[config.mk]
export PLATFORM = sky130hd
export DESIGN_NAME = uart_hex_tx
export DESIGN_NICKNAME = d
export VERILOG_FILES = /design/src/rtl/uart_hex_tx.sv
export SDC_FILE = /design/constraint.sdc
export NUM_CORES = 1
export LEC_CHECK = 0
export ABC_AREA = 1
export CAP_MARGIN = 20
export CORE_UTILIZATION = 45
export DETAILED_ROUTE_END_ITERATION = 16
export PLACE_DENSITY = 0.65
export SLEW_MARGIN = 20
export SYNTH_ARGS = -nofsm -noshare
export SYNTH_HDL_FRONTEND = slang
export SYNTH_SLANG_ARGS = --single-unit
[constraint.sdc]
create_clock -name sys_clk_i -period 2.25 [get_ports sys_clk_i]
set_input_delay 0.45 -clock sys_clk_i [delete_from_list [all_inputs] [get_ports sys_clk_i]]
set_output_delay 0.45 -clock sys_clk_i [all_outputs]
set_load 0.01 [all_outputs]
[src/rtl/uart_hex_tx.sv]
// rtl/uart_hex_tx.sv - 32-bit word to ASCII hex byte feeder for a busy-less UART transmitter
module uart_hex_tx #(
    parameter int DEPTH      = 4,
    parameter int GAP_CYCLES = 10000,
    parameter int NEWLINE    = 1
) (
    input  logic        sys_clk_i,
    input  logic        sys_rst_i,
    input  logic        hex_valid_i,
    input  logic [31:0] hex_dat_i,
    output logic        hex_ready_o,
    output logic        uart_wr_o,
    output logic [7:0]  uart_dat_o,
    output logic        idle_o
);
    localparam int          PW       = $clog2(DEPTH);
    localparam logic [3:0]  LAST_IDX = (NEWLINE != 0) ? 4'd9 : 4'd7;
    localparam logic [15:0] GAP_LOAD = 16'(GAP_CYCLES - 1);
    localparam logic [PW:0] FULL_CNT = (PW + 1)'(DEPTH);

    typedef enum logic [1:0] {
        S_IDLE,
        S_SEND,
        S_WAIT
    } state_t;

    // Character index 8/9 are the line terminator; 0..7 are hex digits of the nibble
    function automatic logic [7:0] enc_char(input logic [3:0] idx, input logic [3:0] nib);
        logic [7:0] c;
        if (idx == 4'd8) begin
            c = 8'h0D;
        end else if (idx == 4'd9) begin
            c = 8'h0A;
        end else if (nib <= 4'd9) begin
            c = 8'h30 + {4'h0, nib};
        end else begin
            c = 8'h37 + {4'h0, nib};
        end
        return c;
    endfunction

    logic [31:0]   mem_q [DEPTH];
    logic [PW-1:0] wr_ptr_q, rd_ptr_q;
    logic [PW:0]   count_q, count_d;
    logic          push, pop;
    logic [31:0]   head;

    state_t        state_q, state_d;
    logic [31:0]   word_q, word_d;
    logic [3:0]    idx_q, idx_d;
    logic [3:0]    nxt_idx;
    logic [15:0]   gap_q, gap_d;
    logic          wr_q, wr_d;
    logic [7:0]    dat_q, dat_d;
    logic          ready_q, ready_d;
    logic          idle_q, idle_d;

    // A word is only accepted while the registered ready says there is room
    assign push = hex_valid_i & ready_q;
    assign head = mem_q[rd_ptr_q];

    // FIFO occupancy and registered status flags follow from the push/pop decision
    always_comb begin
        count_d = count_q;
        case ({push, pop})
            2'b10:   count_d = count_q + 1'b1;
            2'b01:   count_d = count_q - 1'b1;
            default: count_d = count_q;
        endcase
        ready_d = (count_d != FULL_CNT);
        idle_d  = (state_d == S_IDLE) && (count_d == '0);
    end

    // FIFO storage; contents need no reset because count gates every read
    always_ff @(posedge sys_clk_i) begin
        if (push) begin
            mem_q[wr_ptr_q] <= hex_dat_i;
        end
    end

    // FIFO pointers, count and handshake flags
    always_ff @(posedge sys_clk_i) begin
        if (sys_rst_i) begin
            wr_ptr_q <= '0;
            rd_ptr_q <= '0;
            count_q  <= '0;
            ready_q  <= 1'b1;
            idle_q   <= 1'b1;
        end else begin
            if (push) begin
                wr_ptr_q <= wr_ptr_q + 1'b1;
            end
            if (pop) begin
                rd_ptr_q <= rd_ptr_q + 1'b1;
            end
            count_q <= count_d;
            ready_q <= ready_d;
            idle_q  <= idle_d;
        end
    end

    // Next state: the strobe and its byte are computed one cycle ahead so both come
    // straight from flops; word_q holds the nibbles not yet sent, MSB first.
    // At the end of the last gap a queued word is popped directly so the spacing
    // across word boundaries stays exactly one gap.
    always_comb begin
        state_d = state_q;
        word_d  = word_q;
        idx_d   = idx_q;
        gap_d   = gap_q;
        wr_d    = 1'b0;
        dat_d   = dat_q;
        pop     = 1'b0;
        nxt_idx = idx_q + 4'd1;
        case (state_q)
            S_IDLE: begin
                if (count_q != '0) begin
                    pop     = 1'b1;
                    word_d  = {head[27:0], 4'h0};
                    idx_d   = 4'd0;
                    wr_d    = 1'b1;
                    dat_d   = enc_char(4'd0, head[31:28]);
                    state_d = S_SEND;
                end
            end
            S_SEND: begin
                gap_d   = GAP_LOAD;
                state_d = S_WAIT;
            end
            S_WAIT: begin
                gap_d = gap_q - 16'd1;
                if (gap_q == 16'd1) begin
                    if (idx_q != LAST_IDX) begin
                        idx_d   = nxt_idx;
                        word_d  = {word_q[27:0], 4'h0};
                        wr_d    = 1'b1;
                        dat_d   = enc_char(nxt_idx, word_q[31:28]);
                        state_d = S_SEND;
                    end else if (count_q != '0) begin
                        pop     = 1'b1;
                        word_d  = {head[27:0], 4'h0};
                        idx_d   = 4'd0;
                        wr_d    = 1'b1;
                        dat_d   = enc_char(4'd0, head[31:28]);
                        state_d = S_SEND;
                    end else begin
                        state_d = S_IDLE;
                    end
                end
            end
            default: begin
                state_d = S_IDLE;
            end
        endcase
    end

    // FSM state, shift register, gap counter and output registers
    always_ff @(posedge sys_clk_i) begin
        if (sys_rst_i) begin
            state_q <= S_IDLE;
            word_q  <= '0;
            idx_q   <= '0;
            gap_q   <= '0;
            wr_q    <= 1'b0;
            dat_q   <= 8'h00;
        end else begin
            state_q <= state_d;
            word_q  <= word_d;
            idx_q   <= idx_d;
            gap_q   <= gap_d;
            wr_q    <= wr_d;
            dat_q   <= dat_d;
        end
    end

    assign hex_ready_o = ready_q;
    assign uart_wr_o   = wr_q;
    assign uart_dat_o  = dat_q;
    assign idle_o      = idle_q;

endmodule

==> results of run 1 <==
sequential cells by signal (all words and copies together), names as in the netlist, named ones only:
| register | flops |
|---|---|
| gap_q | 16 |
| hex_ready_o | 1 |
| mem_q | 128 |
| rd_ptr_q | 2 |
| idx_q | 4 |
| wr_ptr_q | 2 |
| idle_o | 1 |
| uart_dat_o | 8 |
| word_q | 32 |
| count_q | 3 |
| state_q | 2 |
| uart_wr_o | 1 |
cell families (layout without fill, tap and decap cells):
group	after synthesis	in the layout	share of synthesized area, %
AND/OR/NAND/NOR	281	281	14.6
AO/OA/AOI/OAI	219	219	14.1
flip-flops	202	202	62.7
buffers and inverters	101	207	5.13
adder cells (fa/ha/maj)	20	20	3.03
XOR/XNOR	4	4	0.413
timing repair:
| item | CTS | global route |
|---|---|---|
| buffers inserted | 10 | 2 |
| resized for setup | 16 | 3 |
| pin swaps | 9 | 5 |
| endpoints found under the setup margin | 4 | 4 |
worst paths after layout:
check	slack, ns	end
min	0.45	uart_dat_o[7]
max reg2reg	-0.09	hex_ready_o
min reg2reg	0.45	uart_dat_o[7]
max	-0.09	hex_ready_o
where the power goes:
group          internal [mW]  switching (mW)  total [mW]
logic                   2.22            3.48        5.70
registers               4.66           0.329        4.99
clock network           2.32            1.43        3.75
cell usage after synthesis:
cell type    n  area (um2)
o211ai_1     2        15.0
inv_2        5        18.8
nand3b_1     1        7.51
fa_1         1        20.0
clkbuf_1     9        33.8
o21ai_1     20         100
nor2_4       1        11.3
dfxtp_1     74        1480
edfxtp_1   128        3840
ha_1        19         238
xnor2_1      3        26.3
a211oi_1     1        7.51
o21ai_0     46         230
buf_2       21         105
xor2_1       1        8.76
inv_1       57         214
nand2_2      2        12.5
a22oi_1     20         150
buf_1        3        11.3
nand2_1    131         492
o22ai_1     28         175
o21ai_2      1        8.76
nor3_1       1        5.00
or2_2        4        25.0
a31oi_1      3        18.8
buf_6        3        33.8
nand3_1     40         200
nor4_1       4        25.0
o31ai_1      1        7.51
nor3_2       8        80.1
or2_1        1        6.26
buf_4        2        15.0
or2_0        1        6.26
nor2_1      79         297
nor3_4       1        16.3
clkinv_1     1        3.75
nand4_1      2        12.5
nor2_2       4        25.0
nor2_8       1        20.0
a21oi_1     97         485
worst max-delay path, cell delays in order, from the launching register on:
cell	delay [ns]
dfxtp_2	0.32
inv_2	0.06
ha_4	0.13
nand3_2	0.09
nor2_4	0.11
nand3_2	0.10
inv_2	0.08
nand3_2	0.08
nand2_4	0.09
ha_4	0.13
inv_2	0.04
fa_2	0.35
a21oi_2	0.11
o21ai_1	0.08
xor2_1	0.21
inv_1	0.08
nor2_2	0.09
nand3_1	0.08
through the flow:
stage                     power (mW)  worst slack, ns  hold slack [ns]  cells
after floorplan                 8.81           -0.151            0.425    827
after global placement          10.5           -0.184            0.430   1112
after detailed placement        10.5           -0.276            0.440   1112
after CTS                       14.5          -0.0865            0.448   1160
after global routing            15.4           -0.290            0.460   1162
final                           14.4          -0.0904            0.449   1162
cells in the final DEF (no fill, tap or decap), drive strengths merged, types with 19 or more instances in the layout:
cell           instances
nand2                133
edfxtp               128
a21oi                 97
nor2                  85
dfxtp                 74
o21ai                 67
inv                   63
buf                   61
clkdlybuf4s50         45
nand3                 40
o22ai                 28
clkbuf                24
a22oi                 20
ha                    19
per-layer routing:
metal / track usage [%] / vias to the layer above / routed length [um]
met1: 25.1 / 2938 / 8520
met5: 0 / - / 0
li1: - / 3083 / -
met3: 2.92 / 39 / 623
met4: 5.85 / 0 / 431
met2: 33.0 / 111 / 8780
cell type report:
| class | instances | area [um2] |
|---|---|---|
| Fill cell | 1559 | 7780 |
| Sequential cell | 202 | 5330 |
| Multi-Input combinational cell | 524 | 2840 |
| Timing Repair Buffer | 106 | 983 |
| Clock buffer | 24 | 579 |
| Tap cell | 229 | 287 |
| Inverter | 63 | 236 |
| Clock inverter | 14 | 178 |
==> flow_summary_export.csv, run 1 <==
group,metric,value,unit
hold_path,whs_path_depth,2,
die,initial_utilization,46.6,%
routing,avgViaCountPerCell,5.31,
global_route,grt_max_degree,59,
synthesis,synth_cells,827,
sta,max_clock_freq,427,MHz
sta,worstMarginPinSlew,0.646,ns
critical_path,r2r_start,"gap_q[1]",
die,dieWidth,139,um
die,ioPinCount,46,
power_and_ir_drop,ir_drop,0.000618,V
cells_and_area,area_growth,22.8,%
synthesis,ys_warn_count,0,
place,gp_congestion,0.823,
power_and_ir_drop,p_leak,3.98,nW
cells_and_area,fin_util,57.3,%
critical_path,critical_path_class,"flip-flop to flip-flop",
critical_path,r2r_cells,17,
place,io_buffers,45,
sta,setup_viol,2,
clocking,cts_root_buffer,"clkbuf_16",
die,die_area,19400,um2
global_route,grt_pass1_vias,5883,
critical_path,start_kind,"flip-flop",
routing,avgRoutedWirePerCell,15.8,um
routing,routed-via-count,6171,
cells_and_area,final_area,10400,um2
clocking,cts.sinks,202,
synthesis,synth.distinct_cells,40,
routing,drt.antenna.violating_nets,0,
sta,tns,-0.129,ns
clocking,worst_skew_pair.late_latency,0.50,ns
synthesis,yosysSeqAreaShare,62.7,%
global_route,grtUsageTotal,19.2,%
global_route,globalRouteOverflowTotal,0,
synthesis,syn_avg_cell_area,10.3,um2
outcome,violations,"setup timing",
outcome,status,"finished with violations",
critical_path,endpoint_kind,"flip-flop",
run,cap_viol_max_count,0,
die,core_area,18200,um2
routing,drt_wl_total,18400,um
routing,route.detailed.drc,0,
place,dp_hpwl,10900,um
sta,fin_ws,-0.0904,ns
critical_path,worstPathArrival,2.72,ns
clocking,numCtsBuffers,22,
sta,fin_crit,2.34,ns
clocking,ctsHoldBuffers,0,
routing,drt_first_pass_iters,5,
hold_path,hold_class,"flip-flop to flip-flop",
sta,rsz0062_at_grt,"true",
clocking,clock_path_buffers,3,
sta,drv_slew,0,
synthesis,synth_seq_cells,202,
critical_path,startpoint,"gap_q[1]",
power_and_ir_drop,pwr_density_cell,1380,nW/um2
critical_path,required,2.63,ns
sta,relSlewSlack,56.9,%
die,die_h,139,um
critical_path,path_max_fanout,2,
cells_and_area,drive_above_1_share,15.8,%
cells_and_area,antenna_cells,0,
synthesis,syn_area,8490,um2
clocking,clk_pin_slew,0.06,ns
sta,finalHoldViolations,0,
routing,dr.first_iter.drc_count,364,
hold_path,min_from,"uart_dat_o[7]",
clocking,cts_tree,"built",
synthesis,syn_nets,882,
global_route,grt_pass1_wl,29600,um
sta,finClkSkew,0.0145,ns
die,rows,49,
cells_and_area,num-nets-final,974,
clocking,cts_htree_levels,1,
global_route,antenna_found_initial,0,
sta,fin_crit_sh,104,%
place,place_area,9510,um2
No activity file was read; power rests on OpenSTA's default activity.
==> run 2, diff against run 1 <==
--- a/config.mk
+++ b/config.mk
@@ -7,10 +7,11 @@
 export LEC_CHECK = 0
 export ABC_AREA = 1
 export CAP_MARGIN = 20
-export CORE_UTILIZATION = 45
+export CORE_UTILIZATION = 54
 export DETAILED_ROUTE_END_ITERATION = 16
-export PLACE_DENSITY = 0.65
+export PLACE_DENSITY = 0.76
 export SLEW_MARGIN = 20
 export SYNTH_ARGS = -nofsm -noshare
 export SYNTH_HDL_FRONTEND = slang
 export SYNTH_SLANG_ARGS = --single-unit
+export TNS_END_PERCENT = 30
==> run 2 against run 1 <==
The flow still finishes with violations (setup timing). Critical endpoint unchanged. Cell count fell by 2.0%. Critical path type unchanged. Die area is 16% lower. Sequential power is essentially flat. Sequential share of layout area grew 0.23 points. Fmax rose by 0.94%. Via count increased by 1.4%.
==> flow_summary_export.csv, run 2 (synthesis gave the netlist of run 1 again) <==
group,metric,value,unit
power_and_ir_drop,pwr_density_cell,1380,nW/um2
clocking,cts_root_buffer,"clkbuf_16",
clocking,cts_htree_levels,1,
critical_path,start_kind,"flip-flop",
routing,dr.first_iter.drc_count,442,
sta,fin_ws,-0.0687,ns
routing,drt_wl_total,17900,um
routing,drt.antenna.violating_nets,0,
routing,route.detailed.drc,0,
outcome,violations,"setup timing",
sta,drv_slew,0,
critical_path,worstPathArrival,2.69,ns
cells_and_area,layout_commonest_cell,"edfxtp_1",
routing,routed-via-count,6255,
cells_and_area,nFillCells,1116,
power_and_ir_drop,ir_drop,0.000786,V
critical_path,crit_path_frequent_cell,"inv_2",
global_route,grt_pass1_vias,6061,
place,dp_hpwl,10600,um
global_route,grtUsageTotal,22.8,%
cells_and_area,antenna_cells,0,
global_route,grt_max_degree,57,
critical_path,endpoint_kind,"flip-flop",
cells_and_area,mostFrequentLayoutCells,"edfxtp_1, nand2_1, a21oi_1",
sta,setup_viol,3,
cells_and_area,largest_reg_flops,128,
cells_and_area,instances_no_fill,1139,
critical_path,crit_path_cell_trace,"inv_2 -> ha_4 -> nand3_4 -> nor2_4 -> nand3_2 -> inv_2 -> nand3_2 -> nand2_2 -> ha_4 -> inv_2 -> fa_2 -> a21oi_2 -> o21ai_1 -> xor2_1 -> inv_1 -> nor2_2 -> nand3_1",
clocking,cts.sinks,202,
sta,relSlewSlack,58.8,%
clocking,cts_tree,"built",
cells_and_area,regMostFlops,"mem_q",
place,io_buffers,45,
clocking,clk_pin_slew,0.06,ns
outcome,status,"finished with violations",
clocking,worst_skew_pair.late_latency,0.49,ns
critical_path,critical_path_class,"flip-flop to flip-flop",
sta,fin_crit,2.32,ns
die,die_h,127,um
routing,drt_first_pass_iters,5,
global_route,globalRouteOverflowTotal,0,
die,dieWidth,127,um
routing,avgRoutedWirePerCell,15.7,um
clocking,clock_path_buffers,3,
global_route,antenna_found_initial,0,
cells_and_area,seq_area,5330,um2
run,cap_viol_max_count,0,
critical_path,path_max_fanout,2,
cells_and_area,num-nets-final,968,
die,die_area,16200,um2
cells_and_area,drive_above_1_share,16.3,%
cells_and_area,multi_input_area,2870,um2
critical_path,path_buf_inv,4,
sta,max_clock_freq,431,MHz
cells_and_area,area_growth,22.3,%
sta,worstMarginPinSlew,0.617,ns
sta,finClkSkew,0.00704,ns
power_and_ir_drop,fin_total_pwr,14.3,mW
die,initial_utilization,55.7,%
critical_path,crit_slowest_cell,"fa_2",
sta,finalHoldViolations,0,
critical_path,cpPeakStageDelay,0.34,ns
routing,avgViaCountPerCell,5.49,
power_and_ir_drop,p_leak,3.95,nW
place,gp_congestion,0.839,
critical_path,required,2.62,ns
place,place_inst,1095,
die,core_area,15300,um2
cells_and_area,reg_top3,"mem_q x128, word_q x32, gap_q x16",
die,ioPinCount,46,
global_route,grt_pass1_wl,29300,um
clocking,numCtsBuffers,21,
sta,rsz0062_at_grt,"true",
clocking,ctsHoldBuffers,0,
hold_path,hold_class,"flip-flop to flip-flop",
critical_path,path_delay_family,"simple AND/OR/NAND/NOR gates",
die,rows,45,
sta,fin_crit_sh,103,%
-- run 2: changes by cell type in the layout (fill, tap and decap cells not counted), sizes merged --
cell and change:
buf -5, clkbuf -1, clkinv +1
-- run 2: metrics by stage --
step           setup WS [ns]  util, %  cell area, um2  hold WS [ns]  setup TNS (ns)
4_1_cts              -0.0914     67.7           10300         0.449          -0.218
2_1_floorplan         -0.151        -            8490         0.425          -19.57
5_1_grt               -0.273     68.1           10400         0.455          -0.722
3_3_place_gp          -0.163     62.3            9500         0.432          -0.314
3_5_place_dp          -0.213     62.3            9500         0.435          -0.496
6_report             -0.0687     68.1           10400         0.449          -0.135
-- run 2: layout make-up --
cell class / count / area share [%]
sequential: 202 / 51.3
clock inverter: 15 / 1.76
timing repair buffer: 101 / 9.23
clock buffer: 23 / 5.23
tap: 211 / 2.54
inverter: 63 / 2.28
multi-input combinational: 524 / 27.6
-- run 2: what timing repair did --
action,4_1_cts,5_1_grt
endpoints found under the hold margin,0,0
gates resized for setup,20,15
endpoints found under the setup margin,4,8
buffers inserted,5,1
pin swaps,11,10
-- run 2: worst reg2reg max path: cells and delay by family (launching register included) --
kind | cells | cell delay [ns]
AOI/OAI and AO/OA | 2 | 0.20
xor gates and xnor gates | 1 | 0.17
adders and majority gates | 3 | 0.61
buffers and inverters | 4 | 0.25
DFF | 1 | 0.32
and+or+nand+nor | 7 | 0.66
-- run 2: final timing paths --
kind	slack, ns	start	cells after the start	endpoint
min	0.45	word_q[0]	2	word_q[0]
max reg2reg	-0.07	gap_q[1]	17	hex_ready_o
min reg2reg	0.45	word_q[0]	2	word_q[0]
max	-0.07	gap_q[1]	17	hex_ready_o
-- run 2: per-layer routing --
metal / track usage (%) / share of wire (%) / vias to the layer above
li1: - / - / 3072
met1: 28.9 / 42 / 2984
met2: 39.9 / 51 / 168
met3: 3.22 / 4.7 / 31
met4: 7.91 / 2.7 / 0
met5: 0 / 0 / -
-- run 2: power breakdown --
group          leakage [nW]  total, mW  switching, mW  internal, mW
Combinational          1.81       5.76           3.55          2.22
Clock                 0.357       3.58           1.37          2.21
Sequential             1.79       5.00          0.337          4.66
==> run 3, diff against run 2 <==
--- a/config.mk
+++ b/config.mk
@@ -7,9 +7,8 @@
 export LEC_CHECK = 0
 export ABC_AREA = 1
 export CAP_MARGIN = 20
-export CORE_UTILIZATION = 54
+export CORE_UTILIZATION = 31
 export DETAILED_ROUTE_END_ITERATION = 16
-export PLACE_DENSITY = 0.76
 export SLEW_MARGIN = 20
 export SYNTH_ARGS = -nofsm -noshare
 export SYNTH_HDL_FRONTEND = slang
==> run 3 against run 2 <==
The flow still finishes with violations (setup timing). Register-to-register slack gained 0.04 ns. Clock skew grew 0.0067 ns. First-iteration DRC count is 15% higher. Die area increased by 73%. Sequential power about the same. Global-route usage is 8.7 points lower. Total power rose by 4.3%. Count of clock-buffer cells in the layout is 7 higher. Utilization is 28 points lower. Combinational power is 5.7% higher. Design area increased by 3.5%. Largest power group unchanged.
==> flow_summary_export.csv, run 3 (synthesis gave the netlist of run 1 again) <==
group,metric,value,unit
outcome,status,"finished with violations",
outcome,violations,"setup timing",
run,cap_viol_max_count,0,
sta,finClkSkew,0.0137,ns
cells_and_area,reg_top3,"mem_q x128, word_q x32, gap_q x16",
place,place_ws,-0.260,ns
sta,setup_viol,2,
cells_and_area,regMostFlops,"mem_q",
routing,drt.antenna.violating_nets,0,
hold_path,hold_class,"flip-flop to flip-flop",
clocking,cts_root_buffer,"clkbuf_16",
cells_and_area,fin_util,39.9,%
cells_and_area,mostFrequentLayoutCells,"edfxtp_1, nand2_1, a21oi_1",
die,core_area,27000,um2
cells_and_area,antenna_cells,0,
sta,rsz0062_at_grt,"true",
global_route,grt_max_degree,57,
sta,finalHoldViolations,0,
power_and_ir_drop,pwr_density_cell,1390,nW/um2
place,gp_congestion,0.805,
critical_path,start_kind,"flip-flop",
place,dp_hpwl,11900,um
global_route,antenna_found_initial,0,
sta,fin_ws,-0.0273,ns
place,place_inst,1235,
critical_path,r2r_slack,-0.03,ns
cells_and_area,nFillCells,2581,
critical_path,endpoint_kind,"flip-flop",
critical_path,required,2.71,ns
routing,dr.first_iter.drc_count,509,
cells_and_area,drive_above_1_share,17.8,%
routing,drt_wl_total,19600,um
cells_and_area,final_area,10800,um2
cells_and_area,num-nets-final,988,
global_route,grt_pass1_vias,6113,
global_route,globalRouteOverflowTotal,0,
clocking,clock_path_buffers,3,
routing,routed-via-count,6242,
die,dieWidth,168,um
die,ioPinCount,46,
clocking,numCtsBuffers,23,
routing,avgRoutedWirePerCell,15.2,um
global_route,grtUsageTotal,14.0,%
critical_path,path_max_fanout,2,
sta,drv_slew,0,
die,initial_utilization,31.5,%
die,die_h,168,um
power_and_ir_drop,ir_drop,0.000607,V
cells_and_area,largest_reg_flops,128,
die,die_area,28100,um2
global_route,grt_pass1_wl,31800,um
clocking,clk_pin_slew,0.06,ns
critical_path,critical_path_class,"flip-flop to flip-flop",
routing,route.detailed.drc,0,
routing,drt_first_pass_iters,5,
routing,avgViaCountPerCell,4.84,
clocking,cts.sinks,202,
sta,fin_crit,2.28,ns
sta,relSlewSlack,58.0,%
sta,worstMarginPinSlew,0.630,ns
clocking,ctsHoldBuffers,0,
place,io_buffers,45,
power_and_ir_drop,p_leak,4.05,nW
cells_and_area,instances_no_fill,1291,
clocking,cts_tree,"built",
clocking,worst_skew_pair.late_latency,0.52,ns
cells_and_area,area_growth,26.6,%
place,place_area,9700,um2
critical_path,worstPathArrival,2.73,ns
sta,fin_crit_sh,101,%
cells_and_area,layout_commonest_cell,"edfxtp_1",
sta,max_clock_freq,439,MHz
clocking,cts_htree_levels,1,
die,rows,60,
-- run 3: stage by stage --
step	power, mW	setup TNS [ns]	hold WS [ns]
floorplan	8.78	-19.57	0.425
global placement	10.6	-0.490	0.430
detailed placement	10.6	-0.617	0.437
CTS	14.8	-0.155	0.445
global route	15.9	-0.481	0.471
finish	15.0	-0.0313	0.444
-- run 3: critical path, stage by stage, from the launching register on --
cell and delay (ns):
dfxtp_1 0.32, nor2_2 0.16, nand2_2 0.09, nor2_2 0.14, nand3_2 0.11, inv_2 0.09
nand3_4 0.07, nand2_4 0.07, ha_4 0.12, inv_2 0.04, fa_2 0.51, nor2_1 0.04
a21oi_1 0.15, nand2_1 0.07, nor2_1 0.09, nand3_1 0.08, nand2_1 0.06
-- run 3: path summary, 6_finish.rpt --
kind,depth (start not counted),startpoint,endpoint
setup / recovery,16,gap_q[8],idle_o
hold / removal,2,word_q[2],word_q[2]
setup reg to reg,16,gap_q[8],idle_o
hold reg to reg,2,word_q[2],word_q[2]
-- run 3: area by class of cell --
cell class                      instances  area [um2]  area share, %
Tap cell                              341         427           3.97
Clock buffer                           30         633           5.89
Sequential cell                       202        5330           49.6
Multi-Input combinational cell        524        2910           27.0
Clock inverter                         12         148           1.37
Timing Repair Buffer                  119        1070           9.94
Inverter                               63         236           2.20
-- run 3: power by group --
group	internal, mW	switching [mW]	leakage, nW	total, mW
clock	2.34	1.50	0.381	3.83
combinational	2.42	3.67	1.88	6.09
sequential	4.66	0.362	1.79	5.03
total	9.42	5.53	4.05	15.0
-- run 3: metal layers --
metal | vias up | routed length, um | part of all wire [%] | track usage, %
li1 | 3113 | - | - | -
met1 | 2987 | 9260 | 47 | 19.0
met2 | 108 | 9060 | 46 | 22.9
met3 | 34 | 699 | 3.6 | 2.20
met4 | 0 | 549 | 2.8 | 4.27
met5 | - | 0 | 0 | 0
-- run 3: repair_timing --
item / CTS / global route
gates resized for setup: 24 / 21
buffers inserted: 10 / 5
endpoints found under the setup margin: 4 / 28
cloned: 0 / 0
pin swaps: 12 / 14
==> edit (config.mk and constraints of run 1) <==
The 3 states of `state_t` get a one-hot encoding in 3 bits.
--- a/src/rtl/uart_hex_tx.sv
+++ b/src/rtl/uart_hex_tx.sv
@@ -18,10 +18,10 @@
     localparam logic [15:0] GAP_LOAD = 16'(GAP_CYCLES - 1);
     localparam logic [PW:0] FULL_CNT = (PW + 1)'(DEPTH);
 
-    typedef enum logic [1:0] {
-        S_IDLE,
-        S_SEND,
-        S_WAIT
+    typedef enum logic [2:0] {
+        S_IDLE = 3'b001,
+        S_SEND = 3'b010,
+        S_WAIT = 3'b100
     } state_t;
 
     // Character index 8/9 are the line terminator; 0..7 are hex digits of the nibble
Formal check against the unedited RTL: no difference found for any inputs over 10 cycles, from zero or initial values and one cycle with sys_rst_i high; not proved beyond that.
==> edit against run 1 <==
The run ends with design-rule violations, negative setup slack left; sequential cell count grew 1; final area shrank 1.3%; largest cell class unchanged; largest power group is now registers; via count shrank 2.9%; worst setup slack gained 0.065 ns; wire length grew 0.77%; utilization shrank 0.34 points; total power shrank 16%; clock power shrank 3%; highest routed layer unchanged; synthesized area shrank 1.6%.
==> edit: results (changes against run 1) <==
{| class="wikitable"
! Metric !! Value
|-
| Status || finished with violations (unchanged)
|-
| Violated checks || design-rule violations, negative setup slack (was negative setup slack)
|-
| Number of remaining DRC errors || 8 (was 0)
|-
| Leakage dissipation || 0.003723 µW (was 0.003978 µW)
|-
| Buffers inserted during post-CTS setup optimization || 14 (was 10)
|-
| Worst slew margin || 66.73% (was 56.91%)
|-
| Endpoint with the worst hold slack || word_q[3] (was uart_dat_o[7])
|-
| Worst Setup Slack, final || -0.02518 ns (was -0.09042 ns)
|-
| Wire length of the first global-routing pass || 29.70 mm (was 29.64 mm)
|-
| Vias in the first global route || 5927 (was 5883)
|-
| Detailed route wirelength on metal3 || 530 µm (was 623 µm)
|-
| Clock Skews || 0.02242 ns (was 0.01448 ns)
|-
| Number of gates resized after CTS || 21 (was 16)
|-
| Overall track demand over capacity in global routing || 19.42% (was 19.21%)
|-
| Sequential element share of the synthesized area || 63.98% (was 62.70%)
|-
| Dpl ws || -0.1851 ns (was -0.2764 ns)
|-
| Via count of the routed design || 5994 (was 6171)
|-
| Worst VDD drop || 0.7842 mV (was 0.6183 mV)
|-
| Complex-gate fraction of the synthesized area || 16.40% (was 14.11%)
|-
| Ranking of synthesized cells by area || sky130_fd_sc_hd__edfxtp_1 (46%), sky130_fd_sc_hd__dfxtp_1 (18%), sky130_fd_sc_hd__o21ai_0 (4.9%) (was sky130_fd_sc_hd__edfxtp_1 (45%), sky130_fd_sc_hd__dfxtp_1 (17%), sky130_fd_sc_hd__nand2_1 (5.8%))
|-
| Final setup viols || 2 (unchanged)
|-
| Post-Syn Instances || 775 (was 827)
|-
| Final weighted congestion of routability-driven global placement || 0.8267 (was 0.8225)
|-
| Layout Nets || 914 (was 974)
|-
| Maximum number of pins on one net before global-route repair || 45 (was 59)
|-
| Final Hold Slack || 0.4406 ns (was 0.4493 ns)
|}
==> edit: cell count changes after synthesis, sizes merged, moves of 10 or more <==
cell    change
o22ai      -25
buf        -10
nor2       +13
a22oi      -20
o21ai      +68
a21oi      -41
nand2      -51
o221ai     +28
clkbuf     +10
==> edit: cell type report <==
cell class | count | area, µm²
clock inverters | 10 | 116.4
well taps | 229 | 286.5
inverters | 54 | 210.2
flip-flops and latches | 203 | 5354
multi-input cells | 480 | 2775
clock buffers | 30 | 620.6
repair buffers | 102 | 932.1
fillers | 1518 | 7791
==> edit: cells by family (layout without fill, tap and decap cells) <==
logic type | after synthesis | in the layout
fa+ha+maj | 16 | 16
compound gates | 235 | 235
flops | 203 | 203
buf+inv | 92 | 196
simple gates | 225 | 225
xor+xnor | 4 | 4
==> edit: worst max-delay path: stages, from the launching register on <==
cell	delay (ns)
sky130_fd_sc_hd__dfxtp_2	0.32
sky130_fd_sc_hd__inv_2	0.07
sky130_fd_sc_hd__ha_4	0.14
sky130_fd_sc_hd__nand3_4	0.09
sky130_fd_sc_hd__nor2_4	0.14
sky130_fd_sc_hd__nand3_4	0.10
sky130_fd_sc_hd__nand2_4	0.07
sky130_fd_sc_hd__nand2_4	0.05
sky130_fd_sc_hd__inv_4	0.06
sky130_fd_sc_hd__ha_4	0.11
sky130_fd_sc_hd__inv_2	0.04
sky130_fd_sc_hd__fa_2	0.34
sky130_fd_sc_hd__a21oi_2	0.12
sky130_fd_sc_hd__o21ai_1	0.08
sky130_fd_sc_hd__xor2_1	0.16
sky130_fd_sc_hd__inv_1	0.09
sky130_fd_sc_hd__nor2_2	0.12
sky130_fd_sc_hd__nand3_1	0.06
==> edit: where the power goes <==
group / switching, µW / internal [µW]
combinational: 2340 / 1350
sequential: 265 / 4550
clock: 1450 / 2170
total: 4050 / 8070
